File: config.mk
export PLATFORM = sky130hd
export DESIGN_NAME = ifu_fetch
export DESIGN_NICKNAME = d
export VERILOG_FILES = /design/src/rtl/ifu_fetch.sv
export SDC_FILE = /design/constraint.sdc
export NUM_CORES = 1
export LEC_CHECK = 0
export CAP_MARGIN = 20
export CORE_MARGIN = 1
export CORE_UTILIZATION = 38
export CTS_BUF_LIST = sky130_fd_sc_hd__clkbuf_4
export DETAILED_ROUTE_END_ITERATION = 10
export PLACE_DENSITY = 0.86
export SKIP_CTS_REPAIR_TIMING = 1
export SYNTH_ARGS = -nofsm -noshare
export SYNTH_HDL_FRONTEND = slang
export SYNTH_SLANG_ARGS = --single-unit
File: constraint.sdc
create_clock -name clk -period 5.5 [get_ports clk]
set_input_delay 1.1 -clock clk [delete_from_list [all_inputs] [get_ports clk]]
set_output_delay 1.1 -clock clk [all_outputs]
set_load 0.005 [all_outputs]
File: src/rtl/ifu_fetch.sv
// rtl/ifu_fetch.sv - instruction fetch stage: one AXI read per accepted next-PC, result handed to decode
module ifu_fetch #(
    parameter logic [63:0] RESET_PC = 64'h8000_0000,
    parameter int          XLEN     = 64
) (
    input  logic            clk,
    input  logic            rst,
    input  logic [XLEN-1:0] npc_i,
    input  logic            npc_valid_i,
    output logic            npc_ready_o,
    output logic [XLEN-1:0] axi_AR_ADDR,
    output logic            axi_AR_VALID,
    input  logic            axi_AR_READY,
    input  logic [XLEN-1:0] axi_R_DATA,
    input  logic            axi_R_VALID,
    output logic            axi_R_READY,
    output logic            idu_valid_o,
    input  logic            idu_ready_i,
    output logic [XLEN-1:0] pc_o,
    output logic [31:0]     inst_o,
    output logic [XLEN-1:0] fetch_cnt_o
);

    typedef enum logic [1:0] {
        S_AR   = 2'd0,
        S_R    = 2'd1,
        S_OUT  = 2'd2,
        S_WAIT = 2'd3
    } state_t;

    state_t          state;
    state_t          state_nxt;
    logic [XLEN-1:0] pc_r;
    logic [31:0]     inst_r;
    logic [XLEN-1:0] fetch_cnt_r;

    logic ar_fire;
    logic r_fire;
    logic idu_fire;
    logic npc_fire;

    // Handshakes qualified by state only, so every output stays a pure state decode
    assign ar_fire  = (state == S_AR)   && axi_AR_READY;
    assign r_fire   = (state == S_R)    && axi_R_VALID;
    assign idu_fire = (state == S_OUT)  && idu_ready_i;
    assign npc_fire = (state == S_WAIT) && npc_valid_i;

    always_comb begin
        state_nxt = state;
        case (state)
            S_AR:    if (axi_AR_READY) state_nxt = S_R;
            S_R:     if (axi_R_VALID)  state_nxt = S_OUT;
            S_OUT:   if (idu_ready_i)  state_nxt = S_WAIT;
            S_WAIT:  if (npc_valid_i)  state_nxt = S_AR;
            default: state_nxt = S_AR;
        endcase
    end

    always_ff @(posedge clk or posedge rst) begin
        if (rst) begin
            state <= S_AR;
        end else begin
            state <= state_nxt;
        end
    end

    always_ff @(posedge clk or posedge rst) begin
        if (rst) begin
            pc_r        <= RESET_PC[XLEN-1:0];
            inst_r      <= '0;
            fetch_cnt_r <= '0;
        end else begin
            if (npc_fire) begin
                pc_r <= npc_i;
            end
            // Word select within the 8-byte beat; pc_r[1:0] is intentionally not checked
            if (r_fire) begin
                inst_r <= pc_r[2] ? axi_R_DATA[63:32] : axi_R_DATA[31:0];
            end
            if (idu_fire) begin
                fetch_cnt_r <= fetch_cnt_r + {{(XLEN-1){1'b0}}, 1'b1};
            end
        end
    end

    // AR_VALID is masked during reset because the reset state itself is S_AR
    assign axi_AR_VALID = (state == S_AR) && !rst;
    assign axi_AR_ADDR  = {pc_r[XLEN-1:3], 3'b000};
    assign axi_R_READY  = (state == S_R);
    assign idu_valid_o  = (state == S_OUT);
    assign npc_ready_o  = (state == S_WAIT);
    assign pc_o         = pc_r;
    assign inst_o       = inst_r;
    assign fetch_cnt_o  = fetch_cnt_r;

    logic unused_fire;
    assign unused_fire = ar_fire;

endmodule
After elaboration in Yosys (flattened, before gate mapping)
Index checks and enable logic that the tools add are counted.
{ "totals": {"word_cells": 25, "output_inout_bits": 228, "ff_bits": 162, "in_bits": 134} }
{ "classes": {"n_reduce_logical": 7, "n_eq_ne": 7, "n_mux": 6, "add_sub_neg": 1} }
{ "op_table": {"columns": ["operator", "count"], "rows": [
  ["$add 64x1->64 const B", 1],
  ["$mux 32", 1],
  ["$mux 2", 4],
  ["$pmux 2 s4", 1],
  ["$ne 2x2->1 const B", 3],
  ["$eq 2x2->1 const B", 2],
  ["$logic_and 1x1->1", 4],
  ["$reduce_and 4->1", 1],
  ["$eq 2x1->1 const B", 1],
  ["$logic_not 2->1", 1],
  ["$ne 2x1->1 const B", 1],
  ["$logic_not 1->1", 1]
]} }

Depth between registers and ports, before layout
{ "logic_depth": {"depth_word": 3, "ltp_mapped": 8, "depth_no_buf": 7} }

Worst setup path before layout
Ideal clock, no wire load.
{ "synth_timing": {"path_kind": "input to register", "from": "in idu_ready_i", "to": "reg fetch_cnt_r[28] (netlist: fetch_cnt_o[28])", "path_buffers": 1, "t_required_ns": 5.377, "setup_time_ns": 0.123, "arrival_time_ns": 2.262, "stages": 6, "slack_ns": 3.115, "path_cell_list": "nand3_1 > or2_2 > clkbuf_1 > nor4_4 > nand3_2 > xnor2_1"} }
{ "synth_between": {"elab_chain_len": 1} }
{ "synth_rtl": {"columns": ["item", "line_no", "rtl"], "rows": [
  ["start, declared", "18", "input logic idu_ready_i,"],
  ["$logic_and 1x1->1", "45", "assign idu_fire = (state == S_OUT) && idu_ready_i;"],
  ["end signal, assigned", "81", "fetch_cnt_r <= fetch_cnt_r + {{(XLEN-1){1'b0}}, 1'b1};"],
  ["end, declared", "35", "logic [XLEN-1:0] fetch_cnt_r;"]
]} }
No other way between the ends.
A chain may end at the register's enable or synchronous reset.

Worst setup path in the final report
{ "layout_timing": {"from": "in rst", "to": "out axi_AR_VALID"} }
{ "layout_between": {"elab_chain_len": 2} }
{ "layout_rtl": {"columns": ["item", "line_no", "rtl"], "rows": [
  ["start, declared", "7", "input logic rst,"],
  ["$logic_not 1->1", "87", "assign axi_AR_VALID = (state == S_AR) && !rst;"],
  ["$logic_and 1x1->1", "87", null],
  ["end, declared", "12", "output logic axi_AR_VALID,"]
]} }
No other way between the ends.

==> flow_summary.yaml <==
clocking:
  cts_buffers: 17
  clk_latency_ps: 560
  path_clk_slew_ps: 150
  htreeDepth: 4
  clockBufferDepth: 2
  root_buffer: "clkbuf_4"
  clock_sinks: 162
  cts_tree: "yes"
global_route:
  grt_pass1_vias: 5899
  grt_pass1_wl_um: 33400
  grtUsageTotal_pct: 21.9
  grt_max_degree: 92
  grt-ovfl-total: 0
  antenna_found_initial: 2
power:
  power_w: 0.00486
  powerDensity_mw_per_mm2: 433
  p_leak_nw: 4.80
  max-vdd-ir-drop_mv: 0.181
yosys:
  syn_inst: 650
  synth_top_area_cell: "dfrtp_1"
  synth.cell_area_mm2: 0.00753
  yosys.area.top_type_share_pct: 53.5
  ys_seq_elements: 162
  ys_top_cells_by_area: "dfrtp_1 (54%), mux2_2 (9.7%), buf_4 (6.4%)"
  ys_warn_count: 0
  syn_area_per_cell_um2: 11.6
  ys_types: 34
  yosysSeqAreaShare_pct: 53.9
setup_path:
  worst_ep_arrival_time_ps: 2310
  critPathLaunchType: "input pin"
  crit_start: "rst"
  crit_path_end_kind: "primary output"
  path_max_fanout: 2
  crit_required_ps: 4400
  rr_startpoint: "state[0]$_DFFE_PP0P_"
  critPathKind: "input pin to primary output"
drt:
  wl_um: 22700
  num_vias: 5976
  wire_per_inst_um: 18.4
  drtPass1Iterations: 6
  dr.first_iter.drc_count: 191
  route.detailed.drc: 0
  vias_per_cell: 4.86
  ant_nets: 0
floorplan:
  coreArea_mm2: 0.0195
  die_h_um: 143
  ioPinCount: 362
  die_x_um: 143
  start_util_pct: 38.7
  rows: 51
  die-area_mm2: 0.0204
placed_design:
  dp_hpwl_um: 17500
  place_area_mm2: 0.0109
  gp_congestion: 0.947
  port-buffer-count: 358
final_layout:
  area_delta_synth_final_pct: 49.2
  drive_above_1_share_pct: 13.0
  layout_common_cells: "clkdlybuf4s50_1 (358), dfrtp_1 (160), mux2_2 (65)"
  multi_input_area_mm2: 0.00286
  stdcell_area_mm2: 0.0112
  final-seq-area_mm2: 0.00406
  nNetsFinal: 1090
  fillers: 1629
  final_common_cell: "clkdlybuf4s50_1"
sta:
  tightest_slew_ps: 903
  fmax_mhz: 293
  setup_tns_ps: 0
  timing.final.crit_share_pct: 62.1
  finalMaxSlewViolations: 0
  slew_headroom_pct: 39.6
  finalSetupViolations: 0
  fin_crit_ps: 3410
  fin_skew_ps: 30.3
  hold_viol: 0
  rsz0062_at_grt: "no"
min_path:
  hold_start: "fetch_cnt_o[63]$_DFFE_PP0P_"
  holdCritPathClass: "register to register"
run_status:
  outcome: "finished clean"
job:
  drv_cap: 0
==> registers in the layout, summed over array words and instances (netlist names) <==
name and cells:
pc_o 64, fetch_cnt_o 64, state 2, inst_o 32
==> final cells by class <==
class | count | share of cell area (%)
Clock buffer | 18 | 1.20
Clock inverter | 14 | 1.13
Timing Repair Buffer | 362 | 32.4
Multi-Input combinational cell | 389 | 25.5
Tap cell | 265 | 2.95
Sequential cell | 162 | 36.1
Inverter | 19 | 0.680
Antenna cell | 1 | 0.0223
==> cell families (layout without fill, tap and decap cells) <==
family                   count (synthesis)  after routing  synth area share, %
other                                    1              4               0.0498
AO/OA/AOI/OAI                           37             37                 2.53
multiplexers                            97             97                 14.0
flip-flops                             162            162                 53.9
AND/OR/NAND/NOR                        184            184                 13.2
XOR/XNOR                                63             63                 7.33
adder cells (fa/ha/maj)                  5              5                0.831
buffers and inverters                  101            413                 8.23
==> through the flow <==
stage               hold slack, ps  setup WS [ps]  cells  utilization [%]
floorplan                      465           25.0    652                -
global placement               467           2100   1196             56.2
detailed placement             463           2090   1196             56.2
CTS                            486           2090   1228             57.6
global route                   516           2050   1229             57.7
finish                         493           2090   1230             57.7
==> worst max-delay path: stages <==
cell and delay, ps:
clkdlybuf4s50_1 490, nor2b_1 150, clkdlybuf4s50_1 570
==> worst paths after layout <==
check	cells after the start	end	slack, ps
max in group asynchronous	3	state[1]$_DFFE_PP0P_	3450
hold / removal	1	fetch_cnt_o[63]$_DFFE_PP0P_	490
hold reg to reg	1	fetch_cnt_o[63]$_DFFE_PP0P_	490
setup / recovery	3	axi_AR_VALID	2090
setup reg to reg	4	pc_o[33]$_DFFE_PP0P_	3110
min in group asynchronous	2	pc_o[58]$_DFFE_PP0P_	1120
==> cell usage after synthesis, drive strengths merged <==
cell type and n:
and3 1, ha 5, and2 1, nand2 28, or2 2, inv 19, xnor2 25, nand2b 1
o22ai 1, conb 1, nand3 27, nand4 21, mux2 65, o21ai 3, nor2b 1, a221oi 1
nand4b 2, a21oi 32, dfstp 1, buf 68, nor4 15, nor2 64, or4 2, dfrtp 161
mux2i 32, xor2 38, clkbuf 14, nor3 19
==> where the power goes <==
part / leakage [nW] / internal (W) / switching, W
Sequential: 1.99 / 0.00157 / 0.000351
Clock: 0.141 / 0.000235 / 0.000445
Combinational: 2.67 / 0.00148 / 0.000770
Total: 4.80 / 0.00329 / 0.00157
==> layer usage <==
metal | GRT usage (%) | vias up | part of all wire [%] | routed length (um)
met5 | 0 | - | 0.040 | 9
met4 | 7.07 | 2 | 2.1 | 485
met3 | 6.71 | 38 | 7.8 | 1780
met2 | 37.4 | 223 | 50 | 11200
met1 | 26.1 | 2949 | 40 | 9170
li1 | - | 2764 | - | -
Note: power is estimated with default switching activity, not from simulation.
